==> config.mk <==
export PLATFORM = sky130hd
export DESIGN_NAME = fifo_burst_drain
export DESIGN_NICKNAME = d
export VERILOG_FILES = /design/src/rtl/fifo_burst_drain.sv
export SDC_FILE = /design/constraint.sdc
export NUM_CORES = 1
export LEC_CHECK = 0
export CAP_MARGIN = 30
export CORE_UTILIZATION = 51
export CTS_CLUSTER_DIAMETER = 30
export DETAILED_ROUTE_END_ITERATION = 7
export GPL_ROUTABILITY_DRIVEN = 0
export HOLD_SLACK_MARGIN = 0.1
export PLACE_DENSITY = 0.79
export SYNTH_ARGS = -nofsm -noshare
export SYNTH_HDL_FRONTEND = slang
export SYNTH_SLANG_ARGS = --single-unit
export TNS_END_PERCENT = 50
==> constraint.sdc <==
create_clock -name clk -period 2.29 [get_ports clk]
set_input_delay 0.229 -clock clk [delete_from_list [all_inputs] [get_ports clk]]
set_output_delay 0.229 -clock clk [all_outputs]
set_load 0.02 [all_outputs]
==> src/rtl/fifo_burst_drain.sv <==
// rtl/fifo_burst_drain.sv - burst-draining consumer for the byte FIFO
// Pops FIFO entries in threshold/timeout-triggered bursts into a 2-entry valid/ready output buffer.
module fifo_burst_drain #(
  parameter int MAX_DATA  = 16,
  parameter int BURST_LEN = 4,
  parameter int THRESHOLD = 4,
  parameter int TIMEOUT   = 8
) (
  input  logic       clk,
  input  logic       rst,
  output logic       ren,
  input  logic [7:0] rdata,
  input  logic       empty,
  input  logic [4:0] count,
  output logic       m_valid,
  input  logic       m_ready,
  output logic [7:0] m_data,
  output logic       m_last,
  output logic       busy,
  output logic [7:0] burst_cnt
);

  localparam int TW = $clog2(TIMEOUT + 1);
  localparam logic [4:0]    BLEN = 5'((BURST_LEN > MAX_DATA) ? MAX_DATA : BURST_LEN);
  localparam logic [4:0]    THR  = 5'(THRESHOLD);
  localparam logic [TW-1:0] TMAX = TW'(TIMEOUT - 1);

  typedef enum logic [1:0] {IDLE, BURST, WAIT_LAST} state_t;

  state_t        state, state_nxt;
  logic [TW-1:0] timer;
  logic [4:0]    beats_left;
  logic [4:0]    len;
  logic [1:0]    buf_occ;
  logic          rd_ptr, wr_ptr;
  logic [7:0]    buf_data [2];
  logic          buf_last [2];
  logic          start, pop;

  assign start   = (count >= THR) || (count != 5'd0 && timer == TMAX);
  assign len     = (count < BLEN) ? count : BLEN;
  assign m_valid = buf_occ != 2'd0;
  assign m_data  = buf_data[rd_ptr];
  assign m_last  = m_valid && buf_last[rd_ptr];
  assign pop     = m_valid && m_ready;
  assign busy    = state != IDLE;

  // ren looks only at registered state and empty, so backpressure never reaches the FIFO read path
  always_comb begin
    state_nxt = state;
    ren       = 1'b0;
    case (state)
      IDLE: begin
        if (start) state_nxt = BURST;
      end
      BURST: begin
        ren = !rst && !empty && beats_left != 5'd0 && buf_occ != 2'd2;
        if (ren && beats_left == 5'd1) state_nxt = WAIT_LAST;
      end
      WAIT_LAST: begin
        if (pop && m_last) state_nxt = IDLE;
      end
      default: state_nxt = IDLE;
    endcase
  end

  always_ff @(posedge clk) begin
    if (rst) begin
      state      <= IDLE;
      timer      <= '0;
      beats_left <= 5'd0;
      buf_occ    <= 2'd0;
      rd_ptr     <= 1'b0;
      wr_ptr     <= 1'b0;
      burst_cnt  <= 8'd0;
    end else begin
      state <= state_nxt;
      // a start always leaves IDLE, so this branch only runs for 0 < count < THRESHOLD
      if (state == IDLE && !start && count != 5'd0) begin
        if (timer != TMAX) timer <= timer + 1'b1;
      end else begin
        timer <= '0;
      end
      if (state == IDLE && start) beats_left <= len;
      else if (ren)               beats_left <= beats_left - 5'd1;
      buf_occ <= buf_occ + {1'b0, ren} - {1'b0, pop};
      if (ren) wr_ptr <= ~wr_ptr;
      if (pop) rd_ptr <= ~rd_ptr;
      if (state == WAIT_LAST && pop && m_last) burst_cnt <= burst_cnt + 8'd1;
    end
  end

  always_ff @(posedge clk) begin
    if (ren) begin
      buf_data[wr_ptr] <= rdata;
      buf_last[wr_ptr] <= (beats_left == 5'd1);
    end
  end

endmodule

==> flow_summary.html <==
<table>
<tr><th>Metric</th><th>Value</th></tr>
<tr><th colspan="2">Setup path</th></tr>
<tr><td>Critical Setup Path Class</td><td>reg -&gt; out</td></tr>
<tr><td>CP cell instances</td><td>inv_1, ha_1, or4b_1, nand4_4, inv_2, clkdlybuf4s15_2</td></tr>
<tr><td>Crit path max-delay family</td><td>simple AND/OR/NAND/NOR gates</td></tr>
<tr><td>Sum of buffers and inverters on the critical path</td><td>3</td></tr>
<tr><td>Kind of end point of the critical path</td><td>primary output</td></tr>
<tr><td>CP Depth</td><td>6</td></tr>
<tr><td>Delay contributed by the slowest stage of the critical path</td><td>0.49 ns</td></tr>
<tr><td>Worst R2R Setup Slack</td><td>between 0.2 and 0.3 ns</td></tr>
<tr><td>R2R depth</td><td>5</td></tr>
<tr><td>Critical-path top delay cell</td><td>or4b_1</td></tr>
<tr><td>Source of the critical timing path</td><td>beats_left[1]</td></tr>
<tr><td>Critical Path End</td><td>ren</td></tr>
<tr><td>Crit path required time</td><td>2.06 ns</td></tr>
<tr><td>Critical-path maximum fanout</td><td>8</td></tr>
<tr><td>CP Data Arrival Time</td><td>1.96 ns</td></tr>
<tr><td>Capturing point of the worst reg2reg path</td><td>buf_data[0][7]</td></tr>
<tr><td>Beginning of the worst register-to-register path</td><td>beats_left[0]</td></tr>
<tr><td>Startpoint type of the worst setup path</td><td>register</td></tr>
<tr><th colspan="2">Yosys</th></tr>
<tr><td>Post-synthesis share of cell area spent on full adders, half adders and majority gates</td><td>under 10%</td></tr>
<tr><td>Synth Instances</td><td>170</td></tr>
<tr><td>Count of cell types in the netlist</td><td>between 40 and 50</td></tr>
<tr><td>Main combinational cell family by area after synthesis</td><td>simple AND/OR/NAND/NOR gates</td></tr>
<tr><td>Net Count, Synth</td><td>194</td></tr>
<tr><td>Syn_area_per_cell</td><td>11.0 sq um</td></tr>
<tr><td>Number of enable-type register cells in the synthesized netlist</td><td>18</td></tr>
<tr><td>Synth Register Bits</td><td>42</td></tr>
<tr><td>Fraction of registers with async set or reset after synthesis</td><td>0%</td></tr>
<tr><td>Complex-gate fraction of the synthesized area</td><td>6.35%</td></tr>
<tr><td>Number of synthesis warnings</td><td>0</td></tr>
<tr><td>Commonest register cell after synthesis</td><td>dfxtp_1</td></tr>
<tr><td>Fraction of the yosys area taken by sequential cells</td><td>54.6%</td></tr>
<tr><td>Multiplexer share of the synthesized area</td><td>6.76%</td></tr>
<tr><td>Synth Area in Simple Gates</td><td>20.7%</td></tr>
<tr><td>Xor/xnor share of the synthesized area</td><td>3.75%</td></tr>
<tr><td>Synthesized area</td><td>1870 sq um</td></tr>
<tr><th colspan="2">Clocking</th></tr>
<tr><td>Number of H-tree levels</td><td>2</td></tr>
<tr><td>Number of sinks on the clock net</td><td>42</td></tr>
<tr><td>Maximum clock insertion buffer count</td><td>2</td></tr>
<tr><td>TritonCTS clock tree</td><td>yes</td></tr>
<tr><td>Cell at the root of the clock tree</td><td>clkbuf_4</td></tr>
<tr><td>Clock transition at the registers of the reported paths</td><td>0.12 ns</td></tr>
<tr><td>Num CTS Buffers</td><td>5</td></tr>
<tr><td>Number of buffers inserted by post-CTS setup repair</td><td>0</td></tr>
<tr><td>Later-pin clock latency in the skew report</td><td>0.35 ns</td></tr>
<tr><th colspan="2">STA</th></tr>
<tr><td>Transition time at the pin with the least slew margin</td><td>approximately 0.77 ns</td></tr>
<tr><td>Max-slew violation total from the final report</td><td>0</td></tr>
<tr><td>Setup TNS</td><td>0 ns</td></tr>
<tr><td>Worst slew margin relative to its limit</td><td>48.2%</td></tr>
<tr><td>Final count of negative-setup-slack endpoints</td><td>0</td></tr>
<tr><td>Minimum clock period after layout</td><td>2.19 ns</td></tr>
<tr><td>Number of hold-slack violations in the final timing report</td><td>0</td></tr>
<tr><td>Clock skew after layout</td><td>slightly above 0.009 ns</td></tr>
<tr><td>Setup repair after global routing missed its margin</td><td>no</td></tr>
<tr><td>Share of the cycle needed by the critical path after routing</td><td>95.5%</td></tr>
<tr><td>Timing-limited maximum frequency</td><td>0.457 GHz</td></tr>
<tr><th colspan="2">Min path</th></tr>
<tr><td>Min-delay worst type</td><td>in -&gt; reg</td></tr>
<tr><td>Worst hold start</td><td>rdata[0]</td></tr>
<tr><th colspan="2">Floorplan</th></tr>
<tr><td>Starting density of the core</td><td>54.8%</td></tr>
<tr><td>Top-level I/O count</td><td>37</td></tr>
<tr><td>Vertical extent of the die</td><td>62.6 um</td></tr>
<tr><td>Floorplan core area</td><td>around 3400 sq um</td></tr>
<tr><td>Die outline area</td><td>3910 sq um</td></tr>
<tr><td>Std cell rows</td><td>21</td></tr>
<tr><td>Horiz. Die Dim</td><td>between 60 and 70 um</td></tr>
<tr><th colspan="2">GRT</th></tr>
<tr><td>First-pass GRT wire length</td><td>5.84 mm</td></tr>
<tr><td>Maximum number of pins on one net before global-route repair</td><td>24</td></tr>
<tr><td>Overflow left after global routing</td><td>0</td></tr>
<tr><td>GRT Util Overall</td><td>about a fifth</td></tr>
<tr><td>Vias in the first global route</td><td>1332</td></tr>
<tr><td>Antenna violations before repair</td><td>0</td></tr>
<tr><th colspan="2">Power and ir drop</th></tr>
<tr><td>Standby leakage power</td><td>0.000858 uW</td></tr>
<tr><td>Power Density</td><td>around 760 nW/um^2</td></tr>
<tr><td>Maximum vdd drop</td><td>0.356 mV</td></tr>
<tr><th colspan="2">Route</th></tr>
<tr><td>Via Count</td><td>1386</td></tr>
<tr><td>Post-route DRC</td><td>0</td></tr>
<tr><td>Number of vias per cell after detailed routing</td><td>approximately 5.3</td></tr>
<tr><td>Final ANT Viol Nets</td><td>0</td></tr>
<tr><td>First drt pass iteration count</td><td>4</td></tr>
<tr><td>First-iteration detailed-routing DRC count</td><td>64</td></tr>
<tr><td>Wire per inst</td><td>roughly 13 um</td></tr>
<tr><td>Total wire length</td><td>3.48 mm</td></tr>
<tr><th colspan="2">Final layout</th></tr>
<tr><td># fillers</td><td>279</td></tr>
<tr><td>Fraction of final layout cells with drive strength greater than 1</td><td>12.1%</td></tr>
<tr><td>Layout overhead on the synthesized area</td><td>26.0%</td></tr>
<tr><td>Share of the core filled with cells</td><td>between 60 and 70%</td></tr>
<tr><td>Commonest non-fill, non-tap cells in the layout</td><td>35 x clkdlybuf4s50_1, 24 x dfxtp_1, 21 x nor2_1, 18 x edfxtp_1, 10 x mux2_2</td></tr>
<tr><td>Most common cell after layout, fill and taps aside</td><td>clkdlybuf4s50_1</td></tr>
<tr><td># diodes</td><td>0</td></tr>
<tr><td>Count of nets after finishing</td><td>237</td></tr>
<tr><th colspan="2">Place</th></tr>
<tr><td>Port bufs</td><td>36</td></tr>
<tr><td>Dpl hpwl</td><td>2.59 mm</td></tr>
<tr><th colspan="2">Flow run</th></tr>
<tr><td>Number of max-cap violations</td><td>0</td></tr>
<tr><th colspan="2">Outcome</th></tr>
<tr><td>Outcome</td><td>finished, final reports clean</td></tr>
</table>
==> cells by family (layout without fill, tap and decap cells) <==
logic type | Yosys count | in the layout
mux | 11 | 11
xor+xnor | 8 | 8
flops | 42 | 42
fa+ha+maj | 7 | 7
compound gates | 19 | 19
simple gates | 69 | 69
buf+inv | 14 | 58
==> routing by layer <==
layer	vias up	share of wire, %	track usage (%)
met5	-	0	0
met4	0	1.3	6.10
met3	5	4.7	4.56
met2	31	51	32.7
met1	653	43	23.5
li1	697	-	-
==> cell usage after synthesis, drive strengths merged, types with 2 or more instances <==
library cell / count / area, sq um
nand4: 2 / 18.8
nor4b: 2 / 17.5
mux2: 10 / 113
nand2: 5 / 18.8
nand3b: 3 / 22.5
ha: 7 / 87.6
or3: 4 / 25.0
clkbuf: 2 / 7.51
edfxtp: 18 / 541
nor3: 5 / 25.0
nand2b: 4 / 25.0
o21ai: 4 / 20.0
xor2: 2 / 17.5
nand3: 7 / 35.0
a21oi: 7 / 35.0
xnor2: 6 / 52.6
nor2: 21 / 78.8
nor2b: 5 / 31.3
dfxtp: 24 / 480
nor4: 3 / 25.0
inv: 11 / 41.3
and3: 2 / 12.5
==> state kept, by name (all words and copies together), names as in the netlist, named ones only <==
register / count
beats_left: 5
buf_data: 16
buf_last: 2
buf_occ: 2
burst_cnt: 8
rd_ptr: 1
state: 2
timer: 4
wr_ptr: 1
==> what timing repair did <==
action                                  in CTS  in global routing
hold buffers                                 0                  0
endpoints found under the setup margin       1                  1
gates resized for setup                      4                  2
==> where the power goes <==
group	switching [uW]	total, uW	internal, uW
logic	289	570	281
registers	37.2	866	829
clock network	223	344	121
==> layout make-up <==
cell class | count | area [sq um] | share of cell area (%)
Inverter | 11 | 41.3 | 1.75
Timing Repair Buffer | 39 | 384 | 16.3
Clock buffer | 6 | 41.3 | 1.75
Tap cell | 46 | 57.6 | 2.44
Multi-Input combinational cell | 114 | 798 | 33.9
Clock inverter | 2 | 13.8 | 0.584
Sequential cell | 42 | 1020 | 43.3
==> how the worst min path moves through the flow <==
stage / to / slack, ns / cells after the start
after floorplan: buf_data[0][0] / 0.33 / 0
after global routing: buf_data[1][6] / 0.46 / 1
after CTS: buf_data[1][1] / 0.46 / 1
after global placement: timer[0] / 0.45 / 1
final: buf_data[1][0] / 0.46 / 1
after detailed placement: timer[0] / 0.46 / 1
==> through the flow <==
stage          cell area, sq um  worst slack (ns)  total power, uW  std cells  hold WS [ns]
3_3_place_gp               2290             0.147             1430        252         0.450
3_5_place_dp               2290             0.118             1450        252         0.458
4_1_cts                    2350            0.0584             1790        260         0.457
5_1_grt                    2360           0.00365             1890        260         0.456
6_report                   2360             0.103             1780        260         0.463
2_1_floorplan              1870             0.374             1240        170         0.328
(Power assumes the default switching activity.)
